File: config.mk
export PLATFORM = sky130hd
export DESIGN_NAME = mem_port_arbiter
export DESIGN_NICKNAME = d
export VERILOG_FILES = /design/src/rtl/mem_port_arbiter.sv
export SDC_FILE = /design/constraint.sdc
export NUM_CORES = 1
export LEC_CHECK = 0
export BUFFER_PORTS_ARGS = -buffer_cell sky130_fd_sc_hd__buf_2
export CORE_AREA = 5 5 106 108
export DETAILED_ROUTE_END_ITERATION = 10
export DIE_AREA = 0 0 111 113
export HOLD_SLACK_MARGIN = 0.05
export PLACE_DENSITY_LB_ADDON = 0.25
export SYNTH_ARGS = -nofsm -noshare
export SYNTH_HDL_FRONTEND = slang
export SYNTH_SLANG_ARGS = --single-unit
File: constraint.sdc
create_clock -name clk -period 5.9 [get_ports clk]
set_clock_uncertainty 0.05 [all_clocks]
set_input_delay 0.885 -clock clk [delete_from_list [all_inputs] [get_ports clk]]
set_output_delay 0.885 -clock clk [all_outputs]
set_load 0.03 [all_outputs]
File: src/rtl/mem_port_arbiter.sv
// rtl/mem_port_arbiter.sv - two-master (fetch, LSU) arbiter onto one req/gnt/rvalid memory port
// Holds selection until grant and returns in-order responses via a small ID FIFO.
module mem_port_arbiter #(
  parameter int MAX_OUTST = 2,
  parameter bit RR_MODE   = 1'b0
) (
  input  logic        clk,
  input  logic        reset,
  input  logic        m0_req_i,
  input  logic [31:0] m0_addr_i,
  output logic        m0_gnt_o,
  output logic        m0_rvalid_o,
  output logic [31:0] m0_rdata_o,
  input  logic        m1_req_i,
  input  logic [31:0] m1_addr_i,
  input  logic        m1_we_i,
  input  logic [3:0]  m1_be_i,
  input  logic [31:0] m1_wdata_i,
  output logic        m1_gnt_o,
  output logic        m1_rvalid_o,
  output logic [31:0] m1_rdata_o,
  output logic        s_req_o,
  output logic [31:0] s_addr_o,
  output logic        s_we_o,
  output logic [3:0]  s_be_o,
  output logic [31:0] s_wdata_o,
  input  logic        s_gnt_i,
  input  logic        s_rvalid_i,
  input  logic [31:0] s_rdata_i,
  output logic [2:0]  outst_o,
  output logic        err_o
);

  localparam int PW = (MAX_OUTST > 1) ? $clog2(MAX_OUTST) : 1;

  logic [MAX_OUTST-1:0] fifo_q, fifo_d;
  logic [PW-1:0]        wr_ptr_q, wr_ptr_d;
  logic [PW-1:0]        rd_ptr_q, rd_ptr_d;
  logic [2:0]           outst_q, outst_d;
  logic                 lock_valid_q, lock_valid_d;
  logic                 lock_id_q, lock_id_d;
  logic                 last_grant_q, last_grant_d;
  logic                 err_q, err_d;

  logic sel, sel_req, can_issue, grant, pop, head;

  function automatic logic [PW-1:0] ptr_inc(input logic [PW-1:0] p);
    if (p == PW'(MAX_OUTST - 1)) return '0;
    return p + PW'(1);
  endfunction

  always_comb begin
    can_issue = (outst_q < 3'(MAX_OUTST));
    if (lock_valid_q)             sel = lock_id_q;
    else if (m0_req_i && m1_req_i) sel = RR_MODE ? ~last_grant_q : 1'b1;
    else                           sel = m1_req_i;
    sel_req = sel ? m1_req_i : m0_req_i;
    // Outputs are combinational from inputs, so reset gates them explicitly.
    s_req_o = can_issue & sel_req & ~reset;
    grant   = s_req_o & s_gnt_i;
    pop     = s_rvalid_i & (outst_q != 3'd0) & ~reset;
    head    = fifo_q[rd_ptr_q];
  end

  always_comb begin
    s_addr_o    = '0;
    s_we_o      = 1'b0;
    s_be_o      = '0;
    s_wdata_o   = '0;
    if (s_req_o) begin
      s_addr_o  = sel ? m1_addr_i  : m0_addr_i;
      s_we_o    = sel ? m1_we_i    : 1'b0;
      s_be_o    = sel ? m1_be_i    : 4'b1111;
      s_wdata_o = sel ? m1_wdata_i : 32'd0;
    end
    m0_gnt_o    = grant & ~sel;
    m1_gnt_o    = grant & sel;
    m0_rvalid_o = pop & ~head;
    m1_rvalid_o = pop & head;
    m0_rdata_o  = m0_rvalid_o ? s_rdata_i : 32'd0;
    m1_rdata_o  = m1_rvalid_o ? s_rdata_i : 32'd0;
    outst_o     = outst_q;
    err_o       = err_q;
  end

  always_comb begin
    fifo_d       = fifo_q;
    wr_ptr_d     = wr_ptr_q;
    rd_ptr_d     = rd_ptr_q;
    outst_d      = outst_q;
    last_grant_d = last_grant_q;
    // A waiting request pins the selection; a dropped request releases it.
    lock_valid_d = s_req_o & ~s_gnt_i;
    lock_id_d    = lock_valid_d ? sel : lock_id_q;
    err_d        = err_q | (s_rvalid_i & (outst_q == 3'd0));
    if (grant) begin
      fifo_d[wr_ptr_q] = sel;
      wr_ptr_d         = ptr_inc(wr_ptr_q);
      last_grant_d     = sel;
    end
    if (pop) rd_ptr_d = ptr_inc(rd_ptr_q);
    case ({grant, pop})
      2'b10:   outst_d = outst_q + 3'd1;
      2'b01:   outst_d = outst_q - 3'd1;
      default: outst_d = outst_q;
    endcase
  end

  always_ff @(posedge clk or posedge reset) begin
    if (reset) begin
      fifo_q       <= '0;
      wr_ptr_q     <= '0;
      rd_ptr_q     <= '0;
      outst_q      <= '0;
      lock_valid_q <= 1'b0;
      lock_id_q    <= 1'b0;
      last_grant_q <= 1'b0;
      err_q        <= 1'b0;
    end else begin
      fifo_q       <= fifo_d;
      wr_ptr_q     <= wr_ptr_d;
      rd_ptr_q     <= rd_ptr_d;
      outst_q      <= outst_d;
      lock_valid_q <= lock_valid_d;
      lock_id_q    <= lock_id_d;
      last_grant_q <= last_grant_d;
      err_q        <= err_d;
    end
  end

endmodule

==> metrics.txt <==
Slew Limit Fails 0; DP HPWL 8090 um; total die area 12500 um^2; drt pass-1 iters 4; CTS H-tree lvls 1; die height 113 um; Inserted Clock Buffers 3; crit path launch reset; P per Cell Area 267 nW/um^2; Crit path top cell by count buf_2; synth warn 0; critical path class in2out; most frequent cells in the layout buf_2 (280), and2_1 (98), nand2_1 (39); fin crit share 56.8%; Synth area leader and2_1; Starting Density 18.2%; Clock Path Buffers 2; area growth from synthesis to layout 82.4%; Port Buf Inserts 280; largest cells by area after synthesis and2_1 (33%), dfrtp_1 (14%), a21oi_1 (9.7%), nand3_1 (8.9%), nand2_1 (7.9%); Layout Nets 687; antenna-violating nets left 0; slew margin rel. 49.2%; DR iter-0 viols 90; core area 10100 um^2; Cells after DPL 677; Post-Synthesis Cells 281; Crit-path slowest cell and3_1; vias in the first global route 2851; Reg power frac 15.6%; worst vdd rail ir drop 0.110 mV; GRT Resource Usage Total 13.5%; top cell type's share of synthesized area 33.2%; internal power 0.381 mW; largest net degree at the start of global routing 40; Residual DRC 0; CP Data Arrival Time 2.42 ns; Critical Path Start Type input port; gr ovfl total 0; r2r worst-path depth 8; Max Fclk 298 MHz; leakage 2.07 nW; Max stage delay on crit path 0.72 ns; Clock power frac 9.6%; Post-synth EDFFs 0; Post-CTS Resized 0; sequential cell area 250 um^2; Worst R2R End outst_o[2]; Critical Path RT 4.97 ns; fraction of layout cells with a size suffix above 1 54.5%; area of the multi-input gates 1440 um^2; crit path max fanout 33; first-pass GRT wire length 14100 um; crit path capture s_we_o; DR WL/cell 13.7 um; Max-Cap Viols 0; Hold/Removal Path Class reg2reg; Yosys cell types 34; Reg clk slew, reported paths 0.05 ns; # clock sinks 10; via/cell ratio 4.22; Syn Nets 422; commonest non-fill, non-tap cell in the layout buf_2; minimum clock period 3.35 ns; FP Rows 37; die width 111 um; final hold viol count 0; clk_lat worst skew 0.24 ns; Pwr Total 0.902 mW; Hold Path Origin err_o; Sum Neg Setup Slack 0 ns; switching pwr 0.521 mW; post-synthesis sequential area ratio 13.5%; CTS tree built; Cell Area, Synth 1850 um^2; initial antenna violation count 3; CTS Root Cell clkbuf_8; WL final 9380 um; non-filler instance count after layout 683; status finished, final reports clean; CTS Hold Bufs 0; GPL Wtd Cong 0.857; Worst Setup End Kind primary output; Post-CTS Setup Bufs 0; Crit Reg-Reg Startpoint lock_valid_q; filler cell count 1149; RSZ-0062 raised after global routing no; Ports 281; R2R Setup Slk 3.51 ns; Main synth FF type dfrtp_1; crit path cell chain buf_2 -> nor3_4 -> and3_1 -> and2_1 -> buf_2; Final setup viols 0; synthesized flop and latch total 10; sw frac 57.8%; worst-margin pin slew 0.762 ns; Mean Syn Cell Area 6.58 um^2; combinational share of power 74.8%; vias 2879; fraction of registers with async set/reset 100%; Hold WS 0.404 ns
synthesized netlist by cell type (2+ instances only):
| cell | instances |
|---|---|
| nand3_1 | 33 |
| nand2b_1 | 2 |
| nor2_1 | 6 |
| mux2i_1 | 2 |
| xor2_1 | 3 |
| inv_1 | 6 |
| nor3_2 | 2 |
| and2_1 | 98 |
| buf_4 | 2 |
| buf_2 | 15 |
| a21oi_1 | 36 |
| nand2_1 | 39 |
| o32ai_2 | 2 |
| buf_6 | 3 |
| xnor2_1 | 2 |
| clkbuf_1 | 3 |
| dfrtp_1 | 10 |
sequential cells by signal, indices dropped and copies added (netlist names):
name	count
lock_valid_q	1
lock_id_q	1
fifo_q	2
wr_ptr_q	1
err_o	1
outst_o	3
rd_ptr_q	1
layout make-up:
cell class | count | area share, %
sequential | 10 | 7.42
multi-input combinational | 241 | 42.6
antenna | 2 | 0.148
tap | 136 | 5.05
timing repair buffer | 284 | 42.5
inverter | 6 | 0.668
clock buffer | 4 | 1.63
through the flow:
| step | area [um^2] | utilization, % | setup slack (ns) |
|---|---|---|---|
| 2_1_floorplan | 1850 | - | 2.92 |
| 3_3_place_gp | 3310 | 32.7 | 2.60 |
| 3_5_place_dp | 3310 | 32.7 | 2.55 |
| 4_1_cts | 3370 | 33.2 | 2.55 |
| 5_1_grt | 3370 | 33.2 | 2.34 |
| 6_report | 3370 | 33.2 | 2.55 |
critical path, delay by kind of cell:
kind	cells	cell delay, ns
and+or+nand+nor	3	1.20
buffers and inverters	2	0.32
how the worst min path moves through the flow:
stage / endpoint / slack (ns) / depth (start not counted)
global placement: err_o / 0.39 / 1
CTS: err_o / 0.41 / 1
floorplan: fifo_q[1] / 0.41 / 1
global route: err_o / 0.43 / 1
detailed placement: err_o / 0.40 / 1
finish: err_o / 0.40 / 1
per-layer routing:
metal	track usage (%)	vias up	part of all wire [%]
met1	14.4	1256	37
li1	-	1448	-
met3	4.81	12	9.8
met2	25.0	163	51
met5	0	-	0
met4	4.11	0	1.9
kinds of logic after synthesis:
| kind of cell | Yosys count | synth area share [%] |
|---|---|---|
| AO/OA/AOI/OAI | 41 | 13.2 |
| adder cells (fa/ha/maj) | 2 | 1.76 |
| XOR/XNOR | 5 | 2.37 |
| flip-flops | 10 | 13.5 |
| multiplexers | 4 | 3.11 |
| AND/OR/NAND/NOR | 189 | 57.3 |
| buffers and inverters | 30 | 8.73 |
power by group through the flow:
stage / clock network (mW) / registers [mW] / logic [mW]
after CTS: 0.0891 / 0.141 / 0.686
final: 0.0865 / 0.141 / 0.674
after detailed placement: 0 / 0.142 / 0.685
after global routing: 0.0934 / 0.146 / 0.730
after floorplan: 0 / 0.163 / 0.459
after global placement: 0 / 0.140 / 0.678
Power figures use the tool's default switching activity.
